[config.mk]
export PLATFORM = sky130hd
export DESIGN_NAME = square_wave_period_meter
export DESIGN_NICKNAME = d
export VERILOG_FILES = /design/src/rtl/discrete_pkg.sv /design/src/rtl/schmitt_level_detector.sv /design/src/rtl/square_wave_period_meter.sv
export SDC_FILE = /design/constraint.sdc
export NUM_CORES = 1
export LEC_CHECK = 0
export CAP_MARGIN = 20
export CORE_MARGIN = 4
export CORE_UTILIZATION = 46
export DETAILED_ROUTE_END_ITERATION = 8
export PLACE_DENSITY = 0.7
export SETUP_SLACK_MARGIN = 0.5
export SLEW_MARGIN = 25
export SYNTH_ARGS = -nofsm -noshare
export SYNTH_HDL_FRONTEND = slang
export SYNTH_HIERARCHICAL = 1
export SYNTH_SLANG_ARGS = --single-unit
[constraint.sdc]
create_clock -name clk -period 4.17 [get_ports clk]
set_clock_uncertainty 0.2 [all_clocks]
set_input_delay 0.834 -clock clk [delete_from_list [all_inputs] [get_ports clk]]
set_output_delay 0.834 -clock clk [all_outputs]
set_load 0.03 [all_outputs]
[src/rtl/discrete_pkg.sv]
// Shared types and analog-level constants for the discrete oscillator blocks.
// VCC maps to a 16-bit sample value of 16384.
package discrete_pkg;

  typedef enum logic [1:0] {
    SYNC,
    HIGH,
    LOW
  } meter_state_t;

  localparam logic signed [15:0] VCC     = 16'sd16384;
  localparam logic signed [15:0] VCC_2_3 = 16'sd10923;
  localparam logic signed [15:0] VCC_1_3 = 16'sd5461;

endpackage

[src/rtl/schmitt_level_detector.sv]
// 555-style hysteresis comparator on a strobed 16-bit sample stream.
// rise/fall flag the clk on which the registered level is about to change.
module schmitt_level_detector
  import discrete_pkg::*;
#(
  parameter logic signed [15:0] THRESH_HI = VCC_2_3,
  parameter logic signed [15:0] THRESH_LO = VCC_1_3
) (
  input  logic               clk,
  input  logic               I_RSTn,
  input  logic               audio_clk_en,
  input  logic signed [15:0] in,
  output logic               level,
  output logic               rise,
  output logic               fall
);

  logic level_nxt;

  // Threshold decision; samples between the thresholds keep the old level
  always_comb begin
    level_nxt = level;
    if (audio_clk_en) begin
      if (in >= THRESH_HI) begin
        level_nxt = 1'b1;
      end else if (in < THRESH_LO) begin
        level_nxt = 1'b0;
      end
    end
  end

  // Comparator state
  always_ff @(posedge clk or negedge I_RSTn) begin
    if (!I_RSTn) begin
      level <= 1'b0;
    end else begin
      level <= level_nxt;
    end
  end

  assign rise = ~level & level_nxt;
  assign fall = level & ~level_nxt;

endmodule

[src/rtl/square_wave_period_meter.sv]
// Times high and low phases of a thresholded square wave in clk cycles.
// Publishes high/low/period on each complete cycle, flags stalls.
module square_wave_period_meter
  import discrete_pkg::*;
#(
  parameter int                 CLOCK_RATE     = 50000000,
  parameter logic signed [15:0] THRESH_HI      = VCC_2_3,
  parameter logic signed [15:0] THRESH_LO      = VCC_1_3,
  parameter int                 TIMEOUT_CYCLES = CLOCK_RATE / 10,
  parameter int                 COUNT_WIDTH    = 32
) (
  input  logic                   clk,
  input  logic                   I_RSTn,
  input  logic                   audio_clk_en,
  input  logic signed [15:0]     in,
  output logic                   level,
  output logic [COUNT_WIDTH-1:0] high_cycles,
  output logic [COUNT_WIDTH-1:0] low_cycles,
  output logic [COUNT_WIDTH-1:0] period_cycles,
  output logic                   valid,
  output logic                   stalled
);

  localparam int W = COUNT_WIDTH;
  localparam logic [W-1:0] TMO = W'(TIMEOUT_CYCLES);

  meter_state_t state;
  meter_state_t state_nxt;

  logic         rise;
  logic         fall;
  logic [W-1:0] cnt;
  logic [W-1:0] len;
  logic [W-1:0] high_len;
  logic [W:0]   sum;
  logic         at_tmo;
  logic         publish;
  logic         capture;
  logic         stall;

  schmitt_level_detector #(
    .THRESH_HI(THRESH_HI),
    .THRESH_LO(THRESH_LO)
  ) u_det (
    .clk         (clk),
    .I_RSTn      (I_RSTn),
    .audio_clk_en(audio_clk_en),
    .in          (in),
    .level       (level),
    .rise        (rise),
    .fall        (fall)
  );

  assign len    = cnt + W'(1);
  assign at_tmo = (cnt == TMO);
  assign sum    = {1'b0, high_len} + {1'b0, len};

  // FSM state register
  always_ff @(posedge clk or negedge I_RSTn) begin
    if (!I_RSTn) begin
      state <= SYNC;
    end else begin
      state <= state_nxt;
    end
  end

  // Next state; an edge takes priority over a coincident timeout
  always_comb begin
    state_nxt = state;
    unique case (state)
      SYNC: begin
        if (rise) state_nxt = HIGH;
      end
      HIGH: begin
        if (fall)        state_nxt = LOW;
        else if (at_tmo) state_nxt = SYNC;
      end
      LOW: begin
        if (rise)        state_nxt = HIGH;
        else if (at_tmo) state_nxt = SYNC;
      end
      default: state_nxt = SYNC;
    endcase
  end

  // FSM action strobes
  always_comb begin
    publish = 1'b0;
    capture = 1'b0;
    stall   = 1'b0;
    unique case (state)
      HIGH: begin
        capture = fall;
        stall   = ~fall & at_tmo;
      end
      LOW: begin
        publish = rise;
        stall   = ~rise & at_tmo;
      end
      default: ;
    endcase
  end

  // Phase counter, cleared on every edge, saturating at the timeout
  always_ff @(posedge clk or negedge I_RSTn) begin
    if (!I_RSTn) begin
      cnt <= '0;
    end else if (rise | fall) begin
      cnt <= '0;
    end else if (!at_tmo) begin
      cnt <= cnt + W'(1);
    end
  end

  // Holds the high-phase length until the closing rise
  always_ff @(posedge clk or negedge I_RSTn) begin
    if (!I_RSTn) begin
      high_len <= '0;
    end else if (capture) begin
      high_len <= len;
    end
  end

  // Published results, valid pulse and stall flag
  always_ff @(posedge clk or negedge I_RSTn) begin
    if (!I_RSTn) begin
      high_cycles   <= '0;
      low_cycles    <= '0;
      period_cycles <= '0;
      valid         <= 1'b0;
      stalled       <= 1'b0;
    end else begin
      valid <= publish;
      if (publish) begin
        high_cycles   <= high_len;
        low_cycles    <= len;
        period_cycles <= sum[W] ? '1 : sum[W-1:0];
        stalled       <= 1'b0;
      end else if (stall) begin
        high_cycles   <= '0;
        low_cycles    <= '0;
        period_cycles <= '0;
        stalled       <= 1'b1;
      end
    end
  end

endmodule
Word-level counts from Yosys, hierarchy flattened:

Cells that the tools add are included.

* bits in read-only memories: 0
* memories kept: 0
* word-level logic and storage cells: 49
* latch bits: 0
* RAM bits: 0
* input bits: 19
* register bits: 165

* mux-type cells: 20
* reductions and logical operators: 2
* order comparisons: 2
* bitwise operators: 9
* $mul: 0
* add/sub/neg operators: 2
* eq/ne operators: 5
* shifts and indexed selects: 0
* div/mod/pow operators: 0

Operators with widths (count)
* $mux W32: 7
* $add A32 B32 Y33: 1
* $add A32 B1 Y32 const B: 1
* $eq A32 B23 Y1 const B: 1
* $ge A16 B15 Y1 const B: 1
* $lt A16 B14 Y1 const B: 1
* $mux W2: 4
* $mux W1: 7
* $pmux W2 S3: 1
* $and A1 B1 Y1: 4
* $not A1 Y1: 4
* $eq A2 B1 Y1 const B: 1
* $eq A2 B2 Y1 const B: 1
* $logic_not A2 Y1: 1
* $ne A2 B1 Y1 const B: 1
* $ne A2 B2 Y1 const B: 1
* $pmux W1 S2: 1
* $reduce_bool A2 Y1: 1
* $or A1 B1 Y1: 1

Longest topological paths before layout:

* depth after elaboration: 11
* gate-level depth with buffers: 20
* depth with buffers taken out: 19

Cells and area by module:

Netlist, hierarchy kept.

Modules (own cells, without submodules)
* square_wave_period_meter: instances 1, cells an instance 873, area an instance 8257.9 sq um
* schmitt_level_detector: instances 1, cells an instance 25, area an instance 191.4 sq um

Least setup slack after synthesis:

No wires, ideal clock.

* path type: register to register
* start point: reg cnt[0]
* end point: reg period_cycles[10]
* data required time: 3.850 ns
* setup slack: 0.282 ns
* cell stages (with the launch flop): 21
* path buffers: 2
* arrival time: 3.568 ns
* clock period less this slack: 3.888 ns
* path through: dfrtp_1 ha_1 nand3_1 nor2_1 nand4_1 nor2_1 nand3_1 or3_1 nor2_1 xnor2_1 inv_1 ha_1 clkbuf_1 a21oi_1 nor2_1 a211o_1 o21ai_0 a21oi_2 clkbuf_1 o21ai_0 nand2_1

* longest elaborated chain between the ends: 4
* elaborated cells on any way between the ends: 9
* classes of those cells: add/sub (2); eq/ne (1); mux (3); bitwise (2); reduce/logical (1)

Ends and longest elaborated chain
* from (decl): line square_wave_period_meter.sv:32 `logic [W-1:0] cnt;`
* from (signal assigned): line square_wave_period_meter.sv:111 `cnt <= cnt + W'(1);`
* $add A32 B1 Y32: line square_wave_period_meter.sv:54 `assign len = cnt + W'(1);`
* named net len[26]: line square_wave_period_meter.sv:33 `logic [W-1:0] len;`
* $add A32 B32 Y33: line square_wave_period_meter.sv:56 `assign sum = {1'b0, high_len} + {1'b0, len};`
* $mux W32: line square_wave_period_meter.sv:137 `period_cycles <= sum[W] ? '1 : sum[W-1:0];`
* $mux W32: line square_wave_period_meter.sv:134 `if (publish) begin`
* to (signal assigned): line square_wave_period_meter.sv:137
* to (decl): line square_wave_period_meter.sv:19 `output logic [COUNT_WIDTH-1:0] period_cycles,`

The timed path passes the listed nets, and every way through them passes these cells.
A chain may end at the register's enable or synchronous reset.

Worst setup path after layout:

* start point: reg cnt[2]
* end point: reg period_cycles[24]

The elaborated chain is that of the path after synthesis.

==> metrics.txt <==
outcome finished clean; global route hottest layer met2; PwrDens 407 nW/um^2; Final Cycle Share 0.974; max_slew headroom 0.432; Final Hold Viols 0; fin nets 1146; vias in the first global route 7234; Filler cells 1414; Peak VDD IR 0.380 mV; Worst Path Required 4280 ps; Synth cell types 58; Max Cap Viol 0; WL final 23.6 mm; TritonCTS clock tree done; Rows 49; met2 Resource Use GR 0.345; post-synthesis net count 962; drt drc 0; startpoint types flop; Hold Crit Class in2async; most common cell after layout, fill and taps aside dfrtp_1; setup TNS 0 ps; initial drt markers 589; Pre-antenna DRT Iters 5; Avg WL per Cell 17.9 um; Layout area overhead 37.7%; clock buffer depth 2; mapped cell area 8450 um^2; port bufs 117; starting density of the core 0.469; nature of the critical path endpoint flop; via count 7330; count of final setup violators 0; GRT Total Usage 0.231; Post-Place Setup Slack 32.8 ps; share of cells above drive strength 1 0.199; Reg area 4130 um^2; I/O pin cnt 118; clock root cell clkbuf_16; die height 144 um; cells after synthesis 898; max frequency 0.246 GHz; Detailed Place HPWL 15.8 mm; Min Hold Slack 244 ps; Core ar. 18000 um^2; vias per std cell 5.54; initial antenna violation count 0; Setup CP Type reg2reg; multi-input gate area in the final layout 4540 um^2; commonest cells after routing, fill and taps aside dfrtp_1 (163), nand2_1 (154), clkdlybuf4s50_1 (116); Skew-Pair Late Insertion Delay 440 ps; overall power 0.00473 W; Crit path arrival time 4170 ps; TritonCTS buffer count 17; Antenna Cells 0; met3 usage 0.0449; setup ws final 107 ps; Lkg Pwr 5.54 nW; RSZ-0062 raised after global routing true; Max H-tree Level 4; Avg Synthesized Cell Area 9.41 um^2; Slew @ Worst Pin 852 ps; Worst-path clk slew 70 ps; top_reg_cell synth dfrtp_1; first-pass GRT wire length 37.7 mm; register area share after synthesis 0.489; number of enable flip-flop cells after synthesis 0; TritonCTS Sinks 165; fin cells 1324; Max Slew Vio Count 0; Detail Route Antenna Nets 0; ys async rst share 1.00; CP Max Fanout 6; total gr overflow 0; R2R Setup Slk 110 ps; die area 20600 um^2; pin count of the biggest net entering global routing 88; Yosys reg bits 165; Hold Buf Count CTS 0; RD Place Congestion 0.885; Tmin final 4060 ps; met1 usage 0.340; placed instance count 1254; Die Width 144 um; Warnings, synthesis 6
## worst paths after layout
path | startpoint | to | cells past startpoint
worst max-delay path | cnt[2] | period_cycles[24] | 21
min in group clk | period_cycles[15] | period_cycles[15] | 2
worst max register to register | cnt[2] | period_cycles[24] | 21
max in group asynchronous | I_RSTn | cnt[1] | 2
worst min-delay path | I_RSTn | low_cycles[26] | 1
worst min register to register | period_cycles[15] | period_cycles[15] | 2
## synth_stat cells (3+ instances only)
master	n	area, um^2
o21ai_1	20	100
nor4b_1	4	35.0
a21oi_1	38	190
and3_1	5	31.3
nand4_1	14	87.6
xor2_1	19	166
nand3_1	16	80.1
o21bai_1	4	30.0
inv_1	50	188
a22o_1	34	298
nor3_1	5	25.0
a21o_1	20	150
nor2_1	73	274
and2_1	3	18.8
a211oi_1	7	52.6
buf_6	5	56.3
buf_2	6	30.0
o211ai_1	4	30.0
a31oi_1	7	43.8
o21a_1	3	22.5
xnor2_1	34	298
o21ai_0	87	435
nand2_1	155	582
clkbuf_1	22	82.6
mux2i_1	4	40.0
ha_1	44	551
nand2b_1	3	18.8
dfrtp_1	165	4130
a211o_1	5	43.8
nor2b_1	7	43.8
## metal layers
metal / part of all wire / up-vias / wire (um)
met1: 0.47 / 3593 / 11200
met5: 0 / - / 0
met4: 0.018 / 0 / 436
li1: - / 3477 / -
met2: 0.45 / 226 / 10600
met3: 0.058 / 34 / 1380
## state kept, by name (all words and copies together) (netlist names)
name	flops
stalled	1
state	2
high_len	32
high_cycles	32
valid	1
cnt	32
low_cycles	32
period_cycles	32
u_det/level	1
## timing repair
action,in CTS,in global routing
resized for setup,58,79
endpoints found under the hold margin,0,0
pin swaps,33,65
setup endpoints to repair,32,32
setup buffers,20,15
cloned,3,0
## final cells by class
class                           count  share of cell area
Clock buffer                       18              0.0377
Tap cell                          229              0.0246
Multi-Input combinational cell    647               0.390
Inverter                           52              0.0170
Clock inverter                     14              0.0149
Sequential cell                   165               0.355
Timing Repair Buffer              199               0.161
## power by group
group	leakage (nW)	switching (W)	internal, W
combinational	2.96	0.000684	0.000502
sequential	2.28	0.000148	0.00175
clock	0.301	0.000679	0.000965
total	5.54	0.00151	0.00322
## critical path: stages (launching register included)
cell and delay [ps]:
dfrtp_1 420, buf_6 120, buf_6 90, nand3_4 60, nor2_4 120, nand4_1 250
nor2_4 230, nand3_4 110, or3_4 430, nor2_4 150, xnor2_4 150, inv_2 70
ha_4 240, buf_12 130, nand4_1 110, inv_1 70, a211o_1 310, o21ai_2 190
a21oi_4 130, buf_6 180, o21ai_2 120, nand2_1 70
## cell families after synthesis
kind of cell             share of synthesized area
AND/OR/NAND/NOR                              0.158
XOR/XNOR                                    0.0549
flip-flops                                   0.489
multiplexers                               0.00474
AO/OA/AOI/OAI                                0.182
adder cells (fa/ha/maj)                     0.0675
buffers and inverters                       0.0437
## stage by stage
step                       util  cell area, um^2
final                     0.646            11600
after global routing      0.646            11600
after CTS                 0.622            11200
after detailed placement  0.565            10200
after global placement    0.565            10200
after floorplan               -             8550
Note: power is estimated with default switching activity, not from simulation.
